## src/rtl/sd_block_arbiter.sv

```systemverilog
// sd_block_arbiter: two-client round-robin sequencer in front of a single SD
// card controller. It grants one client, fires a one-cycle execute with that
// client's op/address, steers the byte stream, and reports done/err per block.
//
// Handshake contract (client side): a client raises reqN and holds it until it
// sees doneN or errN. The grant is one-hot or zero. bstbN pulses for one cycle
// each time a byte moves for the granted client, in the same cycle that rbyte
// shows the byte. wbyteN must be valid for the whole time gntN is high.
// Withdrawing a request mid-transfer has no effect; the block runs to completion.
module sd_block_arbiter #(
    parameter int BLOCK_BYTES   = 512,
    parameter int START_TIMEOUT = 1024
) (
    input  logic        clk,
    input  logic        btn_n,
    input  logic        req0,
    input  logic        req1,
    input  logic        op0,
    input  logic        op1,
    input  logic [31:0] addr0,
    input  logic [31:0] addr1,
    input  logic [7:0]  wbyte0,
    input  logic [7:0]  wbyte1,
    output logic        gnt0,
    output logic        gnt1,
    output logic [7:0]  rbyte,
    output logic        bstb0,
    output logic        bstb1,
    output logic        done0,
    output logic        done1,
    output logic        err0,
    output logic        err1,
    output logic        sdc_execute,
    output logic        sdc_op_code,
    output logic [31:0] sdc_block_address,
    output logic [7:0]  sdc_outgoing_byte,
    input  logic [7:0]  sdc_incoming_byte,
    input  logic        sdc_finished_byte,
    input  logic        sdc_finished_block,
    input  logic        sdc_busy,
    output logic [1:0]  dbg_state
);

    localparam int TW = (START_TIMEOUT > 1) ? $clog2(START_TIMEOUT) : 1;
    localparam logic [TW-1:0] TMO_LAST = TW'(START_TIMEOUT - 1);
    localparam logic [9:0]    BLK      = 10'(BLOCK_BYTES);
    localparam logic [9:0]    CNT_MAX  = 10'h3FF;

    typedef enum logic [1:0] {
        S_IDLE  = 2'd0,
        S_ISSUE = 2'd1,
        S_START = 2'd2,
        S_XFER  = 2'd3
    } state_t;

    state_t        state_q;
    logic          sel_q;       // client currently served (0/1)
    logic          ptr_q;       // client favoured when both request
    logic [9:0]    byte_cnt_q;
    logic [9:0]    byte_cnt_d;
    logic [TW-1:0] tmo_q;
    logic          pick_d;

    // Client selection and saturating byte count including this cycle's byte
    always_comb begin
        pick_d     = req1 & (~req0 | ptr_q);
        byte_cnt_d = byte_cnt_q;
        if (sdc_finished_byte && (byte_cnt_q != CNT_MAX)) begin
            byte_cnt_d = byte_cnt_q + 10'd1;
        end
    end

    assign sdc_outgoing_byte = gnt0 ? wbyte0 : (gnt1 ? wbyte1 : 8'h00);
    assign dbg_state         = state_q;

    // Sequencer FSM with all client/controller outputs registered
    always_ff @(posedge clk or negedge btn_n) begin
        if (!btn_n) begin
            state_q           <= S_IDLE;
            sel_q             <= 1'b0;
            ptr_q             <= 1'b0;
            byte_cnt_q        <= '0;
            tmo_q             <= '0;
            gnt0              <= 1'b0;
            gnt1              <= 1'b0;
            rbyte             <= 8'h00;
            bstb0             <= 1'b0;
            bstb1             <= 1'b0;
            done0             <= 1'b0;
            done1             <= 1'b0;
            err0              <= 1'b0;
            err1              <= 1'b0;
            sdc_execute       <= 1'b0;
            sdc_op_code       <= 1'b0;
            sdc_block_address <= '0;
        end else begin
            sdc_execute <= 1'b0;
            bstb0       <= 1'b0;
            bstb1       <= 1'b0;
            done0       <= 1'b0;
            done1       <= 1'b0;
            err0        <= 1'b0;
            err1        <= 1'b0;
            case (state_q)
                S_IDLE: begin
                    // busy high also covers controller init after reset
                    if (!sdc_busy && (req0 || req1)) begin
                        sel_q             <= pick_d;
                        gnt0              <= ~pick_d;
                        gnt1              <= pick_d;
                        sdc_op_code       <= pick_d ? op1 : op0;
                        sdc_block_address <= pick_d ? addr1 : addr0;
                        state_q           <= S_ISSUE;
                    end
                end
                S_ISSUE: begin
                    sdc_execute <= 1'b1;
                    byte_cnt_q  <= '0;
                    tmo_q       <= '0;
                    state_q     <= S_START;
                end
                S_START: begin
                    if (sdc_busy) begin
                        state_q <= S_XFER;
                    end else if (tmo_q == TMO_LAST) begin
                        err0    <= ~sel_q;
                        err1    <= sel_q;
                        gnt0    <= 1'b0;
                        gnt1    <= 1'b0;
                        ptr_q   <= ~sel_q;
                        state_q <= S_IDLE;
                    end else begin
                        tmo_q <= tmo_q + 1'b1;
                    end
                end
                S_XFER: begin
                    if (sdc_finished_byte) begin
                        rbyte      <= sdc_incoming_byte;
                        bstb0      <= ~sel_q;
                        bstb1      <= sel_q;
                        byte_cnt_q <= byte_cnt_d;
                    end
                    if (sdc_finished_block) begin
                        if (byte_cnt_d == BLK) begin
                            done0 <= ~sel_q;
                            done1 <= sel_q;
                        end else begin
                            err0 <= ~sel_q;
                            err1 <= sel_q;
                        end
                        gnt0    <= 1'b0;
                        gnt1    <= 1'b0;
                        ptr_q   <= ~sel_q;
                        state_q <= S_IDLE;
                    end
                end
                default: state_q <= S_IDLE;
            endcase
        end
    end

endmodule
```

## config.mk

```make
export PLATFORM = sky130hd
export DESIGN_NAME = sd_block_arbiter
export DESIGN_NICKNAME = d
export VERILOG_FILES = /design/src/rtl/sd_block_arbiter.sv
export SDC_FILE = /design/constraint.sdc
export NUM_CORES = 1
export LEC_CHECK = 0
export ABC_AREA = 1
export CAP_MARGIN = 10
export CORE_MARGIN = 2
export CORE_UTILIZATION = 39
export CTS_BUF_LIST = sky130_fd_sc_hd__clkbuf_4
export CTS_CLUSTER_SIZE = 12
export DETAILED_ROUTE_END_ITERATION = 16
export PLACE_DENSITY_LB_ADDON = 0.05
export SLEW_MARGIN = 20
export SYNTH_ARGS = -nofsm -noshare
export SYNTH_HDL_FRONTEND = slang
export SYNTH_SLANG_ARGS = --single-unit
```

## constraint.sdc

```tcl
create_clock -name clk -period 2.95 [get_ports clk]
set_clock_uncertainty 0.2 [all_clocks]
set_input_delay 0.4425 -clock clk [delete_from_list [all_inputs] [get_ports clk]]
set_output_delay 0.4425 -clock clk [all_outputs]
set_load 0.02 [all_outputs]
```

==> metrics.txt <==
Setup crit start gnt0$_DFFE_PN0P_; min Tclk post-route 2600 ps; Synth area leader dfrtp_1; Die W 102 um; R2R depth 11; die area 10,400 sq um; H-tree depth 3; vias in the first global route 3,548; DIE HEIGHT 102 um; R2R setup slack 800 ps; placed cell count 745; Worst VDD drop 0.346 mV; clock sinks 74; post-synthesis compound-gate area fraction 0.116; Max Clk Rate 0.384 GHz; overall routed net length 10,500 um; yosys warns 0; Post-Synth Adder-Cell Area 0.00669; Worst-Skew Late Latency 400 ps; status finished, final reports clean; first-pass GRT wire length 16,700 um; Routed wire per std cell 13.9 um; synthesis-to-layout area growth 48.9%; final slew viol count 0; initial core utilization 0.403; post-synthesis sequential area ratio 0.495; fill count 875; Worst Setup Start Kind flip-flop; period utilization 0.883; critical path class reg2out; Synth Area per Inst 7.90 sq um; largest net degree at the start of global routing 75; worst reg2reg endpoint tmo_q[2]$_DFFE_PN0P_; DRC 0; nets@finish 727; nature of the critical path endpoint output pin; Hold EP sdc_block_address[19]$_DFFE_PN0P_; CP peak stage delay 610 ps; leakage 2.52 nW; commonest non-fill, non-tap cell in the layout clkdlybuf4s50_1; Post-DP Area 5410 sq um; Worst Tran Pin Value 961 ps; deepest clock path buffer count 2; Via-to-Cell Ratio 4.82; vias 3,666; Post-Syn Nets 572; GRT Resource Usage Total 0.203; RSZ-0062 raised after global routing false; Clock transition at path regs 110 ps; Worst Path Max Fanout 11; Unique masters post-synth 27; endpoints failing hold 0; I/O Pins 157; final setup fails 0; port bufs 156; # diodes 0; hold path cells 2; synth top area cells dfrtp_1, nand2_1, o21ai_0; mux contribution to synthesized area 0.0241; Non-Filler Instances 760; Site Rows 35; global route overflow 0; ratio of cells with drive above 1 in the final layout 0.0729; Final ANT Viol Nets 0; number of setup buffers added after CTS 0; Critical Path RT 2310 ps; CP arrival 1960 ps; Crit-path slowest cell clkdlybuf4s50_1; root buf cell clkbuf_4; Synth Area in XOR/XNOR 0.0164; cell family contributing the most delay on the critical path buffers and inverters; Mapped Cells 473; Hold Crit Class reg2reg; Placer Congestion 0.839; HP Start sdc_block_address[19]$_DFFE_PN0P_; total negative slack 0 ps; initial antenna violation count 0; relative slew slack 0.359; area of the multi-input gates 1660 sq um; core area 9280 sq um; reg2reg start tmo_q[0]$_DFFE_PN0P_; CTS tree yes; top cell type's share of synthesized area 0.495; largest family of logic cells by synthesized area simple AND/OR/NAND/NOR gates; post-route cell area 5570 sq um; Buf/Inv on CP 2; Synth Cell Area 3740 sq um; Synth Area in Simple Gates 0.281; Synth Register Bits 74; Cell Chain, Critical Path inv_1 -> nand3_1 -> nand2_1 -> clkdlybuf4s50_1; WP depth 4; Detailed Routing Iterations Pass 1 4; most frequent cells in the layout clkdlybuf4s50_1, nand2_1, o21ai_0; DRT iter0 DRCs 77; Max Cap Viol 0; Final HPWL DP 7510 um; power per cell area 795 nW/um^2; TritonCTS Buffers 9; register area 1850 sq um; WHS 295 ps
-- tightest hold or removal path, delay by kind of cell, from the launching register on --
family             cells  cell delay (ps)
AOI/OAI and AO/OA      1               60
and+or+nand+nor        1               50
DFF                    1              360
-- where the power goes --
group	switching (W)	internal, W
clock	0.000344	0.000341
sequential	0.000232	0.00135
combinational	0.00118	0.000979
total	0.00175	0.00267
-- cell families (layout without fill, tap and decap cells) --
kind of cell	count (synthesis)	count (layout)
buffers and inverters	55	213
DFF	74	74
adders and majority gates	2	2
xor gates and xnor gates	7	7
muxes	8	8
AOI/OAI and AO/OA	85	85
and+or+nand+nor	242	242
-- final cells by class --
type / instances / area share
timing repair buffer: 163 / 0.290
inverter: 36 / 0.0243
multi-input combinational: 344 / 0.298
sequential: 74 / 0.333
clock buffer: 10 / 0.0135
tap: 129 / 0.0290
clock inverter: 4 / 0.0124
-- cell usage after synthesis --
master	number
ha_1	2
dfrtp_1	74
nand3b_1	1
mux2_2	8
nand2_2	6
o21ai_1	3
nand2_1	128
nor3_2	2
nor2_2	5
nor2_4	1
inv_1	36
and2_1	1
nor2_1	52
nand3_1	32
o22ai_1	7
xnor2_1	3
clkbuf_1	13
buf_2	3
nor3_1	4
nand4_1	6
buf_6	1
nand3_2	2
xor2_1	4
or2_2	1
nand3_4	1
buf_4	2
o21ai_0	75
-- per-layer routing --
metal / wire [um] / up-vias / share of wire / GRT usage
met3: 743 / 13 / 0.070 / 0.0643
met2: 5160 / 112 / 0.49 / 0.336
met1: 4490 / 1698 / 0.43 / 0.255
met4: 159 / 0 / 0.015 / 0.0667
li1: - / 1843 / - / -
met5: 0 / - / 0 / 0
-- flip-flops by register name, indices dropped and copies added, names as in the netlist, 2 cells and up --
register and flops:
sdc_block_address 32, rbyte 8, byte_cnt_q 10, tmo_q 10, dbg_state 2
-- worst max-delay path by stage --
stage	slack, ps	end
3_5_place_dp	420	err0$_DFF_PN0_
2_1_floorplan	1160	err1$_DFF_PN0_
6_report	350	sdc_outgoing_byte[1]
4_1_cts	310	sdc_outgoing_byte[1]
3_3_place_gp	450	err1$_DFF_PN0_
5_1_grt	200	sdc_outgoing_byte[1]
-- through the flow --
step / power [W] / utilization / setup WS [ps]
after detailed placement: 0.00377 / 0.583 / 421
after floorplan: 0.00270 / - / 1160
final: 0.00443 / 0.600 / 346
after CTS: 0.00447 / 0.600 / 308
after global placement: 0.00374 / 0.583 / 446
after global routing: 0.00473 / 0.600 / 195
-- timing repair --
action	4_1_cts	5_1_grt
hold buffers	1	0
resized for setup	0	0
hold endpoints to repair	17	0
No activity file was read; power rests on OpenSTA's default activity.
